--- src/rtl/clk_gating_pkg.sv ---
// clk_gating_pkg: shared constants for the clock gate
package clk_gating_pkg;
   localparam int CNT_W_DEF = 16;
endpackage

--- src/rtl/clk_gating_cell.sv ---
// clk_gating_cell: latch-plus-AND clock gate, replaceable by a library ICG cell
module clk_gating_cell (
   input  logic clk,
   input  logic en,
   output logic clk_g,
   output logic en_l
);
   always_latch if (!clk) en_l = en;
   assign clk_g = clk & en_l;
endmodule

--- src/rtl/clk_gating.sv ---
// clk_gating: glitch-free clock gate with reset handling, test override and pulse counter
module clk_gating
   import clk_gating_pkg::*;
#(
   parameter int CNT_W    = CNT_W_DEF,
   parameter bit RST_OPEN = 1'b0
) (
   input  logic             clk_i,
   input  logic             rst_ni,
   input  logic             en_i,
   input  logic             test_en_i,
   output logic             clk_o,
   output logic             gate_open_o,
   output logic [CNT_W-1:0] pulse_cnt_o
);
   logic rst_q;
   logic en_eff;
   logic en_l;
   always_ff @(posedge clk_i) rst_q <= rst_ni;
   assign en_eff = rst_q ? (en_i | test_en_i) : RST_OPEN;
   (* dont_touch = "true" *)
   clk_gating_cell u_cell (
      .clk   (clk_i),
      .en    (en_eff),
      .clk_g (clk_o),
      .en_l  (en_l)
   );
   assign gate_open_o = en_l;
   // en_l is stable across the rising edge, so it reflects the pulse being passed
   always_ff @(posedge clk_i) begin
      if (!rst_ni) pulse_cnt_o <= '0;
      else if (en_l && rst_q && pulse_cnt_o != '1) pulse_cnt_o <= pulse_cnt_o + CNT_W'(1);
   end
endmodule

--- config.mk ---
export PLATFORM = sky130hd
export DESIGN_NAME = clk_gating
export DESIGN_NICKNAME = d
export VERILOG_FILES = /design/src/rtl/clk_gating_pkg.sv /design/src/rtl/clk_gating_cell.sv /design/src/rtl/clk_gating.sv
export SDC_FILE = /design/constraint.sdc
export NUM_CORES = 1
export LEC_CHECK = 0
export CORE_MARGIN = 2
export CORE_UTILIZATION = 53
export CTS_BUF_LIST = sky130_fd_sc_hd__clkbuf_8
export CTS_CLUSTER_DIAMETER = 120
export CTS_CLUSTER_SIZE = 16
export DETAILED_ROUTE_END_ITERATION = 6
export GPL_ROUTABILITY_DRIVEN = 0
export PLACE_DENSITY = 0.87
export SLEW_MARGIN = 20
export SYNTH_ARGS = -nofsm -noshare
export SYNTH_HDL_FRONTEND = slang
export SYNTH_SLANG_ARGS = --single-unit
--- constraint.sdc ---
create_clock -name clk_i -period 4.6 [get_ports clk_i]
set_input_delay 1.38 -clock clk_i [delete_from_list [all_inputs] [get_ports clk_i]]
set_output_delay 1.38 -clock clk_i [all_outputs]
set_load 0.1 [all_outputs]
Word level (Yosys, flattened, before mapping)
Index checks and enable logic that the tools add are counted.
Storage, ports and cells
  latch bits: 1
  register bits: 17
  input bits: 4
  output and inout bits: 18
Operators by class
  reduce and logical (&&, ||, !) cells: 2
  bitwise logic cells: 2
  equality and inequality tests: 1
  muxes and demuxes: 2
  $add $sub $neg: 1
Operators with widths (count)
  $add A16 B1 Y16 const B: 1
  $ne A16 B16 Y1 const B: 1
  $logic_and A1 B1 Y1: 2
  $mux W1: 2
  $and A1 B1 Y1: 1
  $or A1 B1 Y1: 1

Logic depth before layout (Yosys ltp)
Gate-level depths: netlist of the first run.
  depth after elaboration: 3
  depth in mapped cells: 6
  depth with buffers taken out: 5

Modules after synthesis
Synthesis of the first run repeated with hierarchy kept, for this count alone.
Unflattened totals
  cells, all modules: 99
  area total of the unflattened synthesis: 884.6 sq um
Modules (own cells, without submodules)
  clk_gating: sequential area each 340.3 sq um, times used 1, area an instance 863.3 sq um, cells each 97
  clk_gating_cell: sequential area each 0.0 sq um, times used 1, area an instance 21.3 sq um, cells each 2

==> impl_metrics.yaml, run 1 <==
synthesis:
  ys.flop_type: "dfxtp_1"
  async_flop_share_pct: 0
  avgSynthCellArea_um2: 8.65
  ys_warn_count: 0
  syn_inst: 101
  synth-simple-area-share_pct: 28.1
  synth-edff-count: 0
  synth.area.top_cells: "dfxtp_1, a21oi_1, mux2i_1"
  synth_xor_area_share_pct: 0
  yosys.area.top_type: "dfxtp_1"
  synthAdderAreaFrac_pct: 1.43
  syn_nets: 106
  yosys.cell_types.count: 33
  synth_compound_area_share_pct: 21.1
  syn-cell-area_um2: 873
  yosysMostFrequentCell: "dfxtp_1"
  yosysTopAreaCellShare_pct: 39.0
  synth.area.mux_share_pct: 5.73
  synth_seq_cells: 18
  yosys-top-cells-count: "dfxtp_1, nand2_1, a21oi_1, mux2i_1, nand3_1"
  synth_top_family_by_area: "simple AND/OR/NAND/NOR gates"
routing:
  vias_per_cell: 6.43
  num_vias: 919
  drcViolationCount: 0
  dr.pass1.iters: 4
  drt-total-wl_um: 2340
  drt_iter0_drc: 37
  wl_per_cell_um: 16.4
  ant_nets: 0
floorplanning:
  die_area_um2: 1990
  initial_core_util_pct: 57.3
  fp.dieW_um: 44.6
  io_pins: 22
  core_area_um2: 1520
  row_count: 14
  die_height_um: 44.6
sta:
  slew_headroom_pct: 33.8
  clock_skew_ns: 0.0380
  timing.final.ws_setup_ns: -0.224
  tns_ns: -0.416
  rsz0062_at_grt: "true"
  slew_violations: 0
  worstMarginPinSlew_ns: 0.990
  setup_viol: 3
  hold_viol: 0
power:
  switching_power_mw: 0.120
  power_frac_seq_pct: 37.6
  peakVddDrop_uv: 382
  power_leakage_nw: 0.447
  power_density_nw_per_um2: 345
  comb_power_share_pct: 6.4
  intPower_mw: 0.298
  p_sw_share_pct: 28.7
  clockPowerShare_pct: 56.0
finish:
  fin_util_pct: 79.6
  nets: 133
  drive_above_1_share_pct: 11.0
  syn2layout_area_growth_pct: 38.8
  num_antenna_cells: 0
global_routing:
  antenna_found_initial: 0
  grt_pass1_wl_um: 3800
  overflow: 0
  grt_start_max_net_pins: 17
  grt_pass1_vias: 857
  grt_usage_pct: 26.8
worst_setup_path:
  crit_type: "latch2out"
  reg2reg_slack_ns: 0.49
  startpoint_type: "latch"
  reg2reg_from: "u_cell.en_l$_DLATCH_N_"
  r2r.worst_path.cells: 5
  cp-endpoint: "clk_o"
  cp_max_fo: 2
  rr_endpoint: "pulse_cnt_o[10]$_SDFFE_PN0P_"
  setup.worst_path.start: "u_cell.en_l$_DLATCH_N_"
  end_kind: "output port"
  arrival_ns: 3.44
  required_ns: 3.22
clock_network:
  ctsHoldBuffers: 0
  insertion_delay_ns: 0.39
  clk_pin_slew_worst_paths_ns: 0.08
  post-cts-setup-buffers: 0
  cts_tree: "done"
status:
  violations: "negative setup slack"
  status: "finished, violations left"
flow_run:
  maxCapViolations: 0
hold_path:
  hp-class: "reg2reg"
  worstHoldStart: "pulse_cnt_o[11]$_SDFFE_PN0P_"
place:
  hpwl_um: 1450
  port_buffers: 21
[sequential cells by signal, indices dropped and copies added, names as in the netlist]
| register | flops |
|---|---|
| u_cell.en_l | 1 |
| rst_q | 1 |
| pulse_cnt_o | 16 |
[worst max-delay path, cell delays in order (launching register included)]
cell and delay (ns):
dlxtn_4 0.43, and2_4 0.15, buf_12 0.17
[power groups by stage]
stage / sequential [mW] / combinational (mW) / clock [mW]
after detailed placement: 0.161 / 0.0266 / 0.0399
final: 0.157 / 0.0269 / 0.234
after global placement: 0.161 / 0.0260 / 0.0399
after CTS: 0.157 / 0.0269 / 0.231
after floorplan: 0.171 / 0.00579 / 0.0337
after global routing: 0.158 / 0.0281 / 0.243
[layer usage]
layer | vias to the layer above | part of all wire (%) | track usage (%)
met1 | 417 | 39 | 32.3
met2 | 58 | 48 | 39.4
met5 | - | 0 | 0
met3 | 7 | 10 | 8.98
li1 | 437 | - | -
met4 | 0 | 2.8 | 19.4
[worst min path at each step]
stage | slack, ns | end | cells after the start
2_1_floorplan | 0.50 | u_cell.en_l$_DLATCH_N_ | 1
3_3_place_gp | 0.48 | pulse_cnt_o[1]$_SDFFE_PN0P_ | 2
3_5_place_dp | 0.49 | pulse_cnt_o[11]$_SDFFE_PN0P_ | 2
4_1_cts | 0.50 | pulse_cnt_o[11]$_SDFFE_PN0P_ | 2
5_1_grt | 0.53 | pulse_cnt_o[11]$_SDFFE_PN0P_ | 2
6_report | 0.50 | pulse_cnt_o[11]$_SDFFE_PN0P_ | 2
[repair_timing]
action | in CTS | in global routing
resized for setup | 9 | 0
cloned | 0 | 0
endpoints found under the setup margin | 3 | 3
pin swaps | 1 | 0
[through the flow]
| stage | instances | power [mW] | hold slack, ns | instance area, µm² | worst slack (ns) |
|---|---|---|---|---|---|
| 3_3_place_gp | 136 | 0.226 | 0.477 | 1120 | -0.718 |
| 3_5_place_dp | 136 | 0.227 | 0.487 | 1120 | -0.721 |
| 2_1_floorplan | 101 | 0.211 | 0.502 | 880 | -0.0830 |
| 4_1_cts | 143 | 0.415 | 0.498 | 1210 | -0.205 |
| 6_report | 143 | 0.418 | 0.497 | 1210 | -0.224 |
| 5_1_grt | 143 | 0.429 | 0.532 | 1210 | -0.238 |
[layout by cell type, fill, tap and decap left out, drive strengths merged, types with 2 or more instances in the layout]
| master | instances |
|---|---|
| dfxtp | 17 |
| o21a | 2 |
| o31ai | 4 |
| inv | 5 |
| clkbuf | 6 |
| nand2 | 11 |
| a31oi | 3 |
| clkdlybuf4s50 | 19 |
| and3 | 3 |
| or3 | 3 |
| or4 | 3 |
| nand2b | 4 |
| mux2i | 5 |
| nor3 | 3 |
| nand3 | 5 |
| buf | 3 |
| a21oi | 10 |
| nand4 | 4 |
| o21ai | 3 |
[logic make-up (layout without fill, tap and decap cells)]
| family | count (synthesis) | after routing |
|---|---|---|
| and+or+nand+nor | 42 | 42 |
| AOI/OAI and AO/OA | 28 | 28 |
| DFF | 17 | 17 |
| buffers and inverters | 7 | 33 |
| muxes | 5 | 5 |
| adders and majority gates | 1 | 1 |
| latches | 1 | 1 |
[area by class of cell]
class	count	area, µm²
Tap cell	16	20.0
Fill cell	99	312
Clock inverter	1	3.75
Clock buffer	7	103
Inverter	4	15.0
Timing Repair Buffer	21	218
Multi-Input combinational cell	76	494
Sequential cell	18	359
No activity file was read; power rests on OpenSTA's default activity.
==> run 2: changes to the inputs <==
- CAP_MARGIN: default -> 20
- HOLD_SLACK_MARGIN: default -> 0.05
==> results of run 2 <==
Same layout as run 1: the final DEF is identical, and so are final timing and power.
